$ cat src/rtl/wdt_pkg.sv
// Shared types and register map for the multi-channel watchdog.
package wdt_pkg;

  typedef enum logic [1:0] {
    ST_DISABLED = 2'd0,
    ST_RUN      = 2'd1,
    ST_WARN     = 2'd2,
    ST_EXPIRED  = 2'd3
  } wdt_state_e;

  typedef enum logic [1:0] {
    CAUSE_NONE    = 2'd0,
    CAUSE_TIMEOUT = 2'd1,
    CAUSE_BADKEY  = 2'd2,
    CAUSE_WINDOW  = 2'd3
  } wdt_cause_e;

  localparam logic [3:0] OFF_CTRL     = 4'd0;
  localparam logic [3:0] OFF_PRESCALE = 4'd1;
  localparam logic [3:0] OFF_TIMEOUT  = 4'd2;
  localparam logic [3:0] OFF_WARN     = 4'd3;
  localparam logic [3:0] OFF_WINDOW   = 4'd4;
  localparam logic [3:0] OFF_KICK     = 4'd5;
  localparam logic [3:0] OFF_STATUS   = 4'd6;
  localparam logic [3:0] OFF_COUNT    = 4'd7;

  localparam int CTRL_EN     = 0;
  localparam int CTRL_WIN_EN = 1;
  localparam int CTRL_LOCK   = 2;

  localparam int STAT_CAUSE_LSB = 2;
  localparam int STAT_WARN      = 4;
  localparam int STAT_EXPIRED   = 5;

endpackage

$ cat src/rtl/wdt_channel.sv
// One watchdog channel: config registers, prescaler, timeout counter and FSM.
module wdt_channel
  import wdt_pkg::*;
#(
  parameter int                CNT_W       = 21,
  parameter int                PRE_W       = 16,
  parameter int                DATA_W      = 21,
  parameter logic [DATA_W-1:0] KICK_KEY    = 'h0A5C3,
  parameter int                RST_PULSE   = 4,
  parameter int                DEF_TIMEOUT = 25
) (
  input  logic              pclk,
  input  logic              presetn,
  input  logic              wr,
  input  logic [3:0]        off,
  input  logic [DATA_W-1:0] wdata,
  input  logic              cpu_forced_reset,
  output logic [DATA_W-1:0] rd_data,
  output logic              cpu_reset_trig,
  output logic              warn_irq
);

  localparam int PW = (RST_PULSE > 1) ? $clog2(RST_PULSE) : 1;

  logic             en, win_en, lock;
  logic [PRE_W-1:0] prescale, pre_cnt;
  logic [CNT_W-1:0] timeout, warn_lvl, window, cnt, cnt_inc;
  logic [PW-1:0]    pulse_cnt;
  logic             warn_flag, expired;
  wdt_state_e       state;
  wdt_cause_e       cause, exp_cause;

  logic cfg_wr, wr_ctrl, wr_kick, wr_status;
  logic running, tick, key_ok, win_bad, kick, kick_ok, expire_now;

  assign cfg_wr    = wr && !lock;
  assign wr_ctrl   = cfg_wr && (off == OFF_CTRL);
  assign wr_kick   = wr && (off == OFF_KICK);
  assign wr_status = wr && (off == OFF_STATUS);

  assign running = (state == ST_RUN) || (state == ST_WARN);
  assign tick    = (pre_cnt == prescale);
  assign cnt_inc = (&cnt) ? cnt : cnt + 1'b1;
  assign key_ok  = (wdata == KICK_KEY);
  assign win_bad = win_en && (cnt < window);
  assign kick    = wr_kick && running;
  assign kick_ok = kick && key_ok && !win_bad;

  // A valid kick outranks the timeout compare in the same cycle.
  always_comb begin
    expire_now = 1'b0;
    exp_cause  = CAUSE_TIMEOUT;
    if (running) begin
      if (kick && !key_ok) begin
        expire_now = 1'b1;
        exp_cause  = CAUSE_BADKEY;
      end else if (kick && win_bad) begin
        expire_now = 1'b1;
        exp_cause  = CAUSE_WINDOW;
      end else if (!kick && (cnt == timeout)) begin
        expire_now = 1'b1;
      end
    end
  end

  always_ff @(posedge pclk or negedge presetn) begin
    if (!presetn) begin
      en             <= 1'b0;
      win_en         <= 1'b0;
      lock           <= 1'b0;
      prescale       <= '0;
      timeout        <= CNT_W'(DEF_TIMEOUT);
      warn_lvl       <= '0;
      window         <= '0;
      pre_cnt        <= '0;
      cnt            <= '0;
      pulse_cnt      <= '0;
      warn_flag      <= 1'b0;
      expired        <= 1'b0;
      state          <= ST_DISABLED;
      cause          <= CAUSE_NONE;
      cpu_reset_trig <= 1'b0;
    end else begin
      if (wr_ctrl) begin
        en     <= wdata[CTRL_EN];
        win_en <= wdata[CTRL_WIN_EN];
        lock   <= wdata[CTRL_LOCK];
      end
      if (cfg_wr && off == OFF_PRESCALE) prescale <= wdata[PRE_W-1:0];
      if (cfg_wr && off == OFF_TIMEOUT)  timeout  <= wdata[CNT_W-1:0];
      if (cfg_wr && off == OFF_WARN)     warn_lvl <= wdata[CNT_W-1:0];
      if (cfg_wr && off == OFF_WINDOW)   window   <= wdata[CNT_W-1:0];

      if (wr_status) begin
        if (wdata[STAT_EXPIRED]) expired <= 1'b0;
        if (wdata[STAT_WARN]) begin
          warn_flag <= 1'b0;
          if (state == ST_WARN) state <= ST_RUN;
        end
        if (|wdata[STAT_CAUSE_LSB +: 2]) cause <= CAUSE_NONE;
      end

      if (wr_ctrl && !wdata[CTRL_EN]) begin
        state          <= ST_DISABLED;
        cpu_reset_trig <= 1'b0;
        pulse_cnt      <= '0;
        cnt            <= '0;
        pre_cnt        <= '0;
      end else if (wr_ctrl && state == ST_DISABLED) begin
        state   <= ST_RUN;
        cnt     <= '0;
        pre_cnt <= '0;
      end else if (cpu_forced_reset) begin
        cnt     <= '0;
        pre_cnt <= '0;
        if (state == ST_EXPIRED) begin
          state          <= ST_RUN;
          cpu_reset_trig <= 1'b0;
        end
      end else if (expire_now) begin
        state          <= ST_EXPIRED;
        cpu_reset_trig <= 1'b1;
        cause          <= exp_cause;
        expired        <= 1'b1;
        pulse_cnt      <= PW'(RST_PULSE - 1);
      end else if (kick_ok) begin
        cnt       <= '0;
        pre_cnt   <= '0;
        warn_flag <= 1'b0;
        state     <= ST_RUN;
      end else if (running) begin
        if (tick) begin
          pre_cnt <= '0;
          cnt     <= cnt_inc;
          if (warn_lvl != '0 && cnt_inc == warn_lvl) begin
            warn_flag <= 1'b1;
            state     <= ST_WARN;
          end
        end else begin
          pre_cnt <= pre_cnt + 1'b1;
        end
      end else if (state == ST_EXPIRED) begin
        if (pulse_cnt == '0) begin
          state          <= ST_RUN;
          cpu_reset_trig <= 1'b0;
          cnt            <= '0;
          pre_cnt        <= '0;
          warn_flag      <= 1'b0;
        end else begin
          pulse_cnt <= pulse_cnt - 1'b1;
        end
      end
    end
  end

  assign warn_irq = warn_flag;

  always_comb begin
    rd_data = '0;
    case (off)
      OFF_CTRL:     rd_data = DATA_W'({lock, win_en, en});
      OFF_PRESCALE: rd_data = DATA_W'(prescale);
      OFF_TIMEOUT:  rd_data = DATA_W'(timeout);
      OFF_WARN:     rd_data = DATA_W'(warn_lvl);
      OFF_WINDOW:   rd_data = DATA_W'(window);
      OFF_STATUS:   rd_data = DATA_W'({expired, warn_flag, cause, state});
      OFF_COUNT:    rd_data = DATA_W'(cnt);
      default:      rd_data = '0;
    endcase
  end

endmodule

$ cat src/rtl/wdt_multi.sv
// Multi-channel watchdog: channel address decode, per-channel instances, read mux.
module wdt_multi
  import wdt_pkg::*;
#(
  parameter int                NUM_CH      = 2,
  parameter int                CNT_W       = 21,
  parameter int                PRE_W       = 16,
  parameter int                DATA_W      = 21,
  parameter logic [DATA_W-1:0] KICK_KEY    = 'h0A5C3,
  parameter int                RST_PULSE   = 4,
  parameter int                DEF_TIMEOUT = 25
) (
  input  logic              pclk,
  input  logic              presetn,
  input  logic [7:0]        paddr,
  input  logic [DATA_W-1:0] pwdata,
  input  logic              wren,
  input  logic              rden,
  output logic [DATA_W-1:0] prdata,
  input  logic              cpu_forced_reset,
  output logic [NUM_CH-1:0] cpu_reset_trig,
  output logic [NUM_CH-1:0] warn_irq
);

  logic [3:0]        ch_sel, reg_off;
  logic [DATA_W-1:0] ch_rd [NUM_CH];
  logic [DATA_W-1:0] rd_mux;

  assign ch_sel  = paddr[7:4];
  assign reg_off = paddr[3:0];

  for (genvar i = 0; i < NUM_CH; i++) begin : g_ch
    wdt_channel #(
      .CNT_W      (CNT_W),
      .PRE_W      (PRE_W),
      .DATA_W     (DATA_W),
      .KICK_KEY   (KICK_KEY),
      .RST_PULSE  (RST_PULSE),
      .DEF_TIMEOUT(DEF_TIMEOUT)
    ) u_ch (
      .pclk            (pclk),
      .presetn         (presetn),
      .wr              (wren && (ch_sel == 4'(i))),
      .off             (reg_off),
      .wdata           (pwdata),
      .cpu_forced_reset(cpu_forced_reset),
      .rd_data         (ch_rd[i]),
      .cpu_reset_trig  (cpu_reset_trig[i]),
      .warn_irq        (warn_irq[i])
    );
  end

  // Channel indices with no instance never match, so they read as zero.
  always_comb begin
    rd_mux = '0;
    for (int i = 0; i < NUM_CH; i++) begin
      if (ch_sel == 4'(i)) rd_mux = ch_rd[i];
    end
  end

  always_ff @(posedge pclk or negedge presetn) begin
    if (!presetn)           prdata <= '0;
    else if (rden && !wren) prdata <= rd_mux;
  end

endmodule

$ cat config.mk
export PLATFORM = sky130hd
export DESIGN_NAME = wdt_multi
export DESIGN_NICKNAME = d
export VERILOG_FILES = /design/src/rtl/wdt_pkg.sv /design/src/rtl/wdt_channel.sv /design/src/rtl/wdt_multi.sv
export SDC_FILE = /design/constraint.sdc
export NUM_CORES = 1
export LEC_CHECK = 0
export CAP_MARGIN = 0
export CORE_AREA = 2 2 173 175
export CTS_BUF_LIST = sky130_fd_sc_hd__clkbuf_8
export DETAILED_ROUTE_END_ITERATION = 10
export DIE_AREA = 0 0 175 177
export PLACE_DENSITY = 0.85
export SLEW_MARGIN = 10
export SYNTH_ARGS = -nofsm -noshare
export SYNTH_HDL_FRONTEND = slang
export SYNTH_SLANG_ARGS = --single-unit
$ cat constraint.sdc
create_clock -name pclk -period 4.7 [get_ports pclk]
set_input_delay 0.94 -clock pclk [delete_from_list [all_inputs] [get_ports pclk]]
set_output_delay 0.94 -clock pclk [all_outputs]
set_load 0.05 [all_outputs]
After elaboration in Yosys (flattened, before gate mapping):

Cells that the tools add are included.

* $add $sub $neg: 6
* $lt $le $gt $ge: 2
* equality and inequality tests: 41
* muxes and demuxes: 166
* reductions and logical operators: 77

Operators by type and width (number)
* 2-to-1 mux 21 bit: 22
* case mux 21 bit (7 select lines): 2
* 2-to-1 mux 16 bit: 18
* 2-to-1 mux 2 bit: 62
* equality test 21 bit: 4
* 2-to-1 mux 1 bit: 62
* adder 21 x 1 -> 21 bit (second input constant): 2
* less-than comparator 21 bit: 2
* AND reduction 21 bit: 2
* nonzero test 21 bit: 2
* logical AND 1 bit: 39
* adder 16 x 1 -> 16 bit (second input constant): 2
* equality test 16 bit: 2
* != test 4 bit (second input constant): 6
* AND reduction 6 bit: 4
* nonzero test 6 bit: 4
* equality test 21 x 16 -> 1 bit (second input constant): 1
* equality test 4 x 3 -> 1 bit (second input constant): 4
* != test 3 x 1 -> 1 bit (second input constant): 4
* != test 3 bit (second input constant): 4
* != test 6 bit (second input constant): 2
* zero test 1 bit: 9
* equality test 2 bit (second input constant): 4
* equality test 4 x 1 -> 1 bit (second input constant): 2
* 12 further kinds: 27

* register bits: 277
* input bits: 34
* output and inout port bits: 25
* logic and storage cells: 323

Depth between registers and ports, before layout:

* word-level depth: 14
* gate-level depth with buffers: 12
* depth with buffers taken out: 10

Modules after synthesis:

A second synthesis with hierarchy kept.

* cell total of the unflattened synthesis: 1872
* area, all modules: 17976.0 µm²

Modules (own cells, without submodules)
* wdt_channel (g_ch[0].u_ch): times used 1, cells an instance 894, area each 8498.2 µm², seq. area each 3206.8 µm²
* wdt_channel (g_ch[1].u_ch): times used 1, cells an instance 878, area each 8308.0 µm², seq. area each 3206.8 µm²
* wdt_multi: times used 1, cells an instance 100, area each 1169.9 µm², seq. area each 525.5 µm²

Worst setup path before layout:

No wires, ideal clock.

* path type: input port to flip-flop
* from: in pwdata[14]
* to: reg g_ch[0].u_ch.cnt[10]
* setup time: 0.134 ns
* arrival: 3.003 ns
* required time: 4.566 ns
* setup slack: 1.563 ns
* stages on the path: 12
* buffers on the path: 4
* cell sequence: buf_2 nor4b_1 nand4_1 or2_0 clkbuf_1 a22o_1 nor3_4 nor2_1 buf_2 clkbuf_1 o21ai_0 o41ai_1

* longest elaborated chain between the ends: 8
* elaborated cells between the ends (all ways): 17
* classes of those cells: 3 x eq/ne; 7 x mux; 7 x reduce/logical

RTL lines
* start: declaration: line wdt_multi.sv:16 `input logic [DATA_W-1:0] pwdata,`
* equality test 21 x 16 -> 1 bit (*): line wdt_channel.sv:44 `assign key_ok = (wdata == KICK_KEY);`
* logical AND 1 bit (2 in a row): line wdt_channel.sv:47 `assign kick_ok = kick && key_ok && !win_bad;`
* 2-to-1 mux 21 bit: line wdt_channel.sv:126 `end else if (kick_ok) begin`
* 2-to-1 mux 21 bit: line wdt_channel.sv:120 `end else if (expire_now) begin`
* 2-to-1 mux 21 bit: line wdt_channel.sv:113 `end else if (cpu_forced_reset) begin`
* 2-to-1 mux 21 bit: line wdt_channel.sv:109 `end else if (wr_ctrl && state == ST_DISABLED) begin`
* 2-to-1 mux 21 bit: line wdt_channel.sv:103 `if (wr_ctrl && !wdata[CTRL_EN]) begin`
* end signal: assignment: line wdt_channel.sv:134 `cnt <= cnt_inc;`
* end: declaration: line wdt_channel.sv:27 `logic [CNT_W-1:0] timeout, warn_lvl, window, cnt, cnt_inc;`

Every way passes the cells marked *; elsewhere a longest branch is shown, timed or not. The select of a mux whose other input is x is not followed.
A chain may end at the register's enable or synchronous reset.

Worst setup path after layout:

* from: reg g_ch[0].u_ch.cnt[18]
* to: reg g_ch[0].u_ch.state[0]

* longest elaborated chain between the ends: 12
* elaborated cells between the ends (all ways): 24
* classes of those cells: 1 x add/sub; 1 x order compare; 2 x eq/ne; 13 x mux; 7 x reduce/logical

RTL lines
* adder 21 x 1 -> 21 bit / AND reduction 21 bit (equally long branches): line wdt_channel.sv:43 `assign cnt_inc = (&cnt) ? cnt : cnt + 1'b1;`
* 2-to-1 mux 21 bit: line wdt_channel.sv:43
* equality test 21 bit: line wdt_channel.sv:135 `if (warn_lvl != '0 && cnt_inc == warn_lvl) begin`
* logical AND 1 bit: line wdt_channel.sv:135
* 2-to-1 mux 2 bit: line wdt_channel.sv:135
* 2-to-1 mux 2 bit: line wdt_channel.sv:132 `if (tick) begin`
* 2-to-1 mux 2 bit: line wdt_channel.sv:131 `end else if (running) begin`
* 2-to-1 mux 2 bit: line wdt_channel.sv:126
* 2-to-1 mux 2 bit (*): line wdt_channel.sv:120
* 2-to-1 mux 2 bit (*): line wdt_channel.sv:113
* 2-to-1 mux 2 bit (*): line wdt_channel.sv:109
* 2-to-1 mux 2 bit (*): line wdt_channel.sv:103
* end signal: assignment: line wdt_channel.sv:104 `state <= ST_DISABLED;`
* end signal: assignment: line wdt_channel.sv:110 `state <= ST_RUN;`
* end signal: assignment: line wdt_channel.sv:121 `state <= ST_EXPIRED;`
* end: declaration: line wdt_channel.sv:30 `wdt_state_e state;`

Every way passes the cells marked *; elsewhere a longest branch is shown, timed or not.

==> flow_metrics.env <==
export IMPL_first_iter_violations=2985
export IMPL_drv_slew=0
export IMPL_place_port_buffers=58
export IMPL_rr_worst_depth=9
export IMPL_track_usage=0.377
export IMPL_critical_path_max_stage_delay_ns=0.76
export IMPL_design_power_total_mw=6.86
export IMPL_mean_post_synth_cell_area_um2=9.34
export IMPL_critical_path_top_cell_by_count="sky130_fd_sc_hd__a21o_1"
export IMPL_max_freq_ghz=0.243
export IMPL_mostFrequentLayoutCells="sky130_fd_sc_hd__dfrtp_1 (271), sky130_fd_sc_hd__mux2_2 (144), sky130_fd_sc_hd__nand2_1 (141)"
export IMPL_max_slew_margin=0.297
export IMPL_area_growth_syn_to_layout_pct=12.4
export IMPL_finish_cell_count_without_fillers=2374
export IMPL_worst_setup_hold_path_clk_slew_ns=0.07
export IMPL_period_share=0.875
export IMPL_coreArea_um2=29200
export IMPL_finalHoldWorstSlack_ns=0.488
export IMPL_synth_area_top_cells="sky130_fd_sc_hd__dfrtp_1 (38%), sky130_fd_sc_hd__mux2_2 (9.1%), sky130_fd_sc_hd__ha_1 (3.7%), sky130_fd_sc_hd__o21ai_0 (3.4%), sky130_fd_sc_hd__xor2_1 (3.3%)"
export IMPL_worst_hold_path_type="input pin to async pin"
export IMPL_cp_arrival_ns=4.52
export IMPL_layout_area_seq_um2=6940
export IMPL_cts_inserted_buffers=48
export IMPL_rsz0062_at_grt="false"
export IMPL_end_kind="flip-flop"
export IMPL_outcome="finished, final reports clean"
export IMPL_gp_congestion=1.05
export IMPL_synth_seq_area_share=0.390
export IMPL_rows=63
export IMPL_clockRootBuffer="sky130_fd_sc_hd__clkbuf_8"
export IMPL_mostFrequentLayoutCell="sky130_fd_sc_hd__dfrtp_1"
export IMPL_antenna_violating_nets_post_route=0
export IMPL_tightest_slew_ns=1.06
export IMPL_timing_critical_path_max_delay_family="compound AO/OA/AOI/OAI gates"
export IMPL_synthesis_warnings=0
export IMPL_crit_type="flip-flop to flip-flop"
export IMPL_die_h_um=177
export IMPL_critical_path_cell_sequence="ha_1 -> a21o_1 -> a21o_1 -> a222oi_1 -> o211ai_1 -> a21oi_1 -> nand4_1 -> nor4_1 -> o21ai_0"
export IMPL_drt_pre_antenna_iters=6
export IMPL_cpMaxStageDelayCell="sky130_fd_sc_hd__a222oi_1"
export IMPL_mappedNetlistNets=1988
export IMPL_wirelength_um=58800
export IMPL_finalHoldViolations=0
export IMPL_clkLatencyLatePin_ns=0.59
export IMPL_grt_start_max_net_pins=130
export IMPL_power_clock_fraction=0.365
export IMPL_fp_dieW_um=175
export IMPL_setup_violations_final=0
export IMPL_regToRegSetupSlack_ns=0.59
export IMPL_pwr_density_cell_nw_per_um2=343
export IMPL_crit_cells=9
export IMPL_p_switching_mw=2.31
export IMPL_cts_sink_count=277
export IMPL_die_area_um2=31000
export IMPL_critical_path_n_buffers_inverters=0
export IMPL_top_level_ports=59
export IMPL_comb_power_share=0.241
export IMPL_path_max_fanout=10
export IMPL_drc_errors=0
export IMPL_ctsHtreeMaxLevel=2
export IMPL_final_layout_size_suffix_gt1_frac=0.173
export IMPL_layout_nets=2033
export IMPL_cts_hold_buffers_added=0
export IMPL_leakage_power_figure_nw=9.04
export IMPL_detailedPlacementHpwl_um=41800
export IMPL_initial_antenna_violation_count=1
export IMPL_worst_ir_drop_vdd_uv=233
export IMPL_postSynthCellCount=1902
export IMPL_fin_skew_ns=0.0218
export IMPL_sequential_fraction_of_design_power=0.394
export IMPL_fillCellCount=2214
export IMPL_switching_fraction_of_total_power=0.336
export IMPL_intPower_mw=4.55
export IMPL_timing_critical_path_required_ns=5.10
export IMPL_post_route_min_period_ns=4.11
export IMPL_cts_tree="built"
export IMPL_initial_utilization=0.608
export IMPL_vias=16800
export IMPL_postSynth_topFlopCell="sky130_fd_sc_hd__dfrtp_1"
export IMPL_critical_path_startpoint_type="flip-flop"
export IMPL_cell_type_with_the_largest_total_area_after_synthesis="sky130_fd_sc_hd__dfrtp_1"
export IMPL_grt_pass1_wl_um=91400
export IMPL_mappedNetlistArea_um2=17800
export IMPL_synth_edf_count=0
export IMPL_synth_seq_cells=277
export IMPL_synth_distinct_cells=96
export IMPL_synth_async_reset_ratio=1.00
export IMPL_placed_cells_incl_taps=2287
export IMPL_drt_vias_per_instance=7.07
export IMPL_cap_violations=0
export IMPL_post_drt_wl_per_cell_um=24.8
export IMPL_cts_path_max_buffers=3
export IMPL_synth_top_area_frac=0.382
export IMPL_tns_ns=0
export IMPL_post_cts_setup_buffers=0
export IMPL_postCtsResizedCells=0
export IMPL_area_of_the_multi_input_gates_um2=10000
export IMPL_grt_ovfl_total=0
export IMPL_via_count_of_the_first_global_routing_pass=16100
[per-layer routing]
| metal | vias to the layer above | share of wire | track usage |
|---|---|---|---|
| li1 | 7200 | - | - |
| met1 | 7969 | 0.39 | 0.522 |
| met2 | 1353 | 0.43 | 0.565 |
| met3 | 269 | 0.14 | 0.104 |
| met4 | 0 | 0.046 | 0.149 |
| met5 | - | 0 | 0 |
[synth_stat cells (22+ instances only)]
master,instances
sky130_fd_sc_hd__buf_2,32
sky130_fd_sc_hd__a22o_1,26
sky130_fd_sc_hd__o31ai_1,22
sky130_fd_sc_hd__nand2_1,141
sky130_fd_sc_hd__nand4_1,38
sky130_fd_sc_hd__clkbuf_1,79
sky130_fd_sc_hd__nand3_1,74
sky130_fd_sc_hd__mux2_2,144
sky130_fd_sc_hd__xnor2_1,45
sky130_fd_sc_hd__a21oi_1,98
sky130_fd_sc_hd__a31oi_1,22
sky130_fd_sc_hd__nor4_1,40
sky130_fd_sc_hd__dfrtp_1,271
sky130_fd_sc_hd__ha_1,52
sky130_fd_sc_hd__xor2_1,67
sky130_fd_sc_hd__inv_1,68
sky130_fd_sc_hd__nor3_1,52
sky130_fd_sc_hd__o21ai_0,120
sky130_fd_sc_hd__a22oi_1,64
sky130_fd_sc_hd__nor2_1,89
sky130_fd_sc_hd__and3_1,33
[cells by family (layout without fill, tap and decap cells)]
kind of cell	after synthesis	count (layout)	synth area share
AOI/OAI and AO/OA	507	507	0.190
xor gates and xnor gates	112	112	0.0552
adders and majority gates	52	52	0.0366
buffers and inverters	205	286	0.0493
DFF	277	277	0.390
muxes	158	158	0.0991
other	0	1	0
and+or+nand+nor	591	591	0.179
[flip-flops by register name (all words and copies together) (netlist names)]
register	count
g_ch.u_ch.cause	4
g_ch.u_ch.cnt	42
g_ch.u_ch.cpu_reset_trig	2
g_ch.u_ch.en	2
g_ch.u_ch.expired	2
g_ch.u_ch.lock	2
g_ch.u_ch.pre_cnt	32
g_ch.u_ch.prescale	32
g_ch.u_ch.pulse_cnt	4
g_ch.u_ch.state	4
g_ch.u_ch.timeout	42
g_ch.u_ch.warn_irq	2
g_ch.u_ch.warn_lvl	42
g_ch.u_ch.win_en	2
g_ch.u_ch.window	42
prdata	21
[metrics by stage]
| step | worst slack, ns | util | instance area, um^2 |
|---|---|---|---|
| CTS | 0.757 | 0.683 | 20000 |
| finish | 0.587 | 0.683 | 20000 |
| global placement | 0.307 | 0.645 | 18900 |
| global route | 0.390 | 0.683 | 20000 |
| floorplan | 1.56 | - | 17800 |
| detailed placement | 0.200 | 0.645 | 18900 |
[power groups by stage]
stage | combinational [mW] | sequential [mW] | clock (mW)
finish | 1.65 | 2.70 | 2.50
global route | 1.77 | 2.71 | 2.61
CTS | 1.59 | 2.69 | 2.51
floorplan | 1.10 | 2.65 | 0
detailed placement | 1.58 | 2.73 | 0
global placement | 1.54 | 2.73 | 0
[path summary, 6_finish.rpt]
path / from / endpoint
max reg2reg: g_ch[0].u_ch.cnt[18] / g_ch[0].u_ch.state[0]
min: presetn / g_ch[1].u_ch.warn_lvl[14]
max: g_ch[0].u_ch.cnt[18] / g_ch[0].u_ch.state[0]
max in group asynchronous: presetn / g_ch[1].u_ch.window[17]
min reg2reg: prdata[5] / prdata[5]
min in group pclk: prdata[5] / prdata[5]
[cell type report]
cell class | count | share of cell area
multi-input combinational | 1420 | 0.501
sequential | 277 | 0.347
timing repair buffer | 131 | 0.0593
clock buffer | 65 | 0.0448
tap | 390 | 0.0244
inverter | 69 | 0.0130
clock inverter | 21 | 0.00996
antenna | 1 | 0.000125
Power figures use the tool's default switching activity.
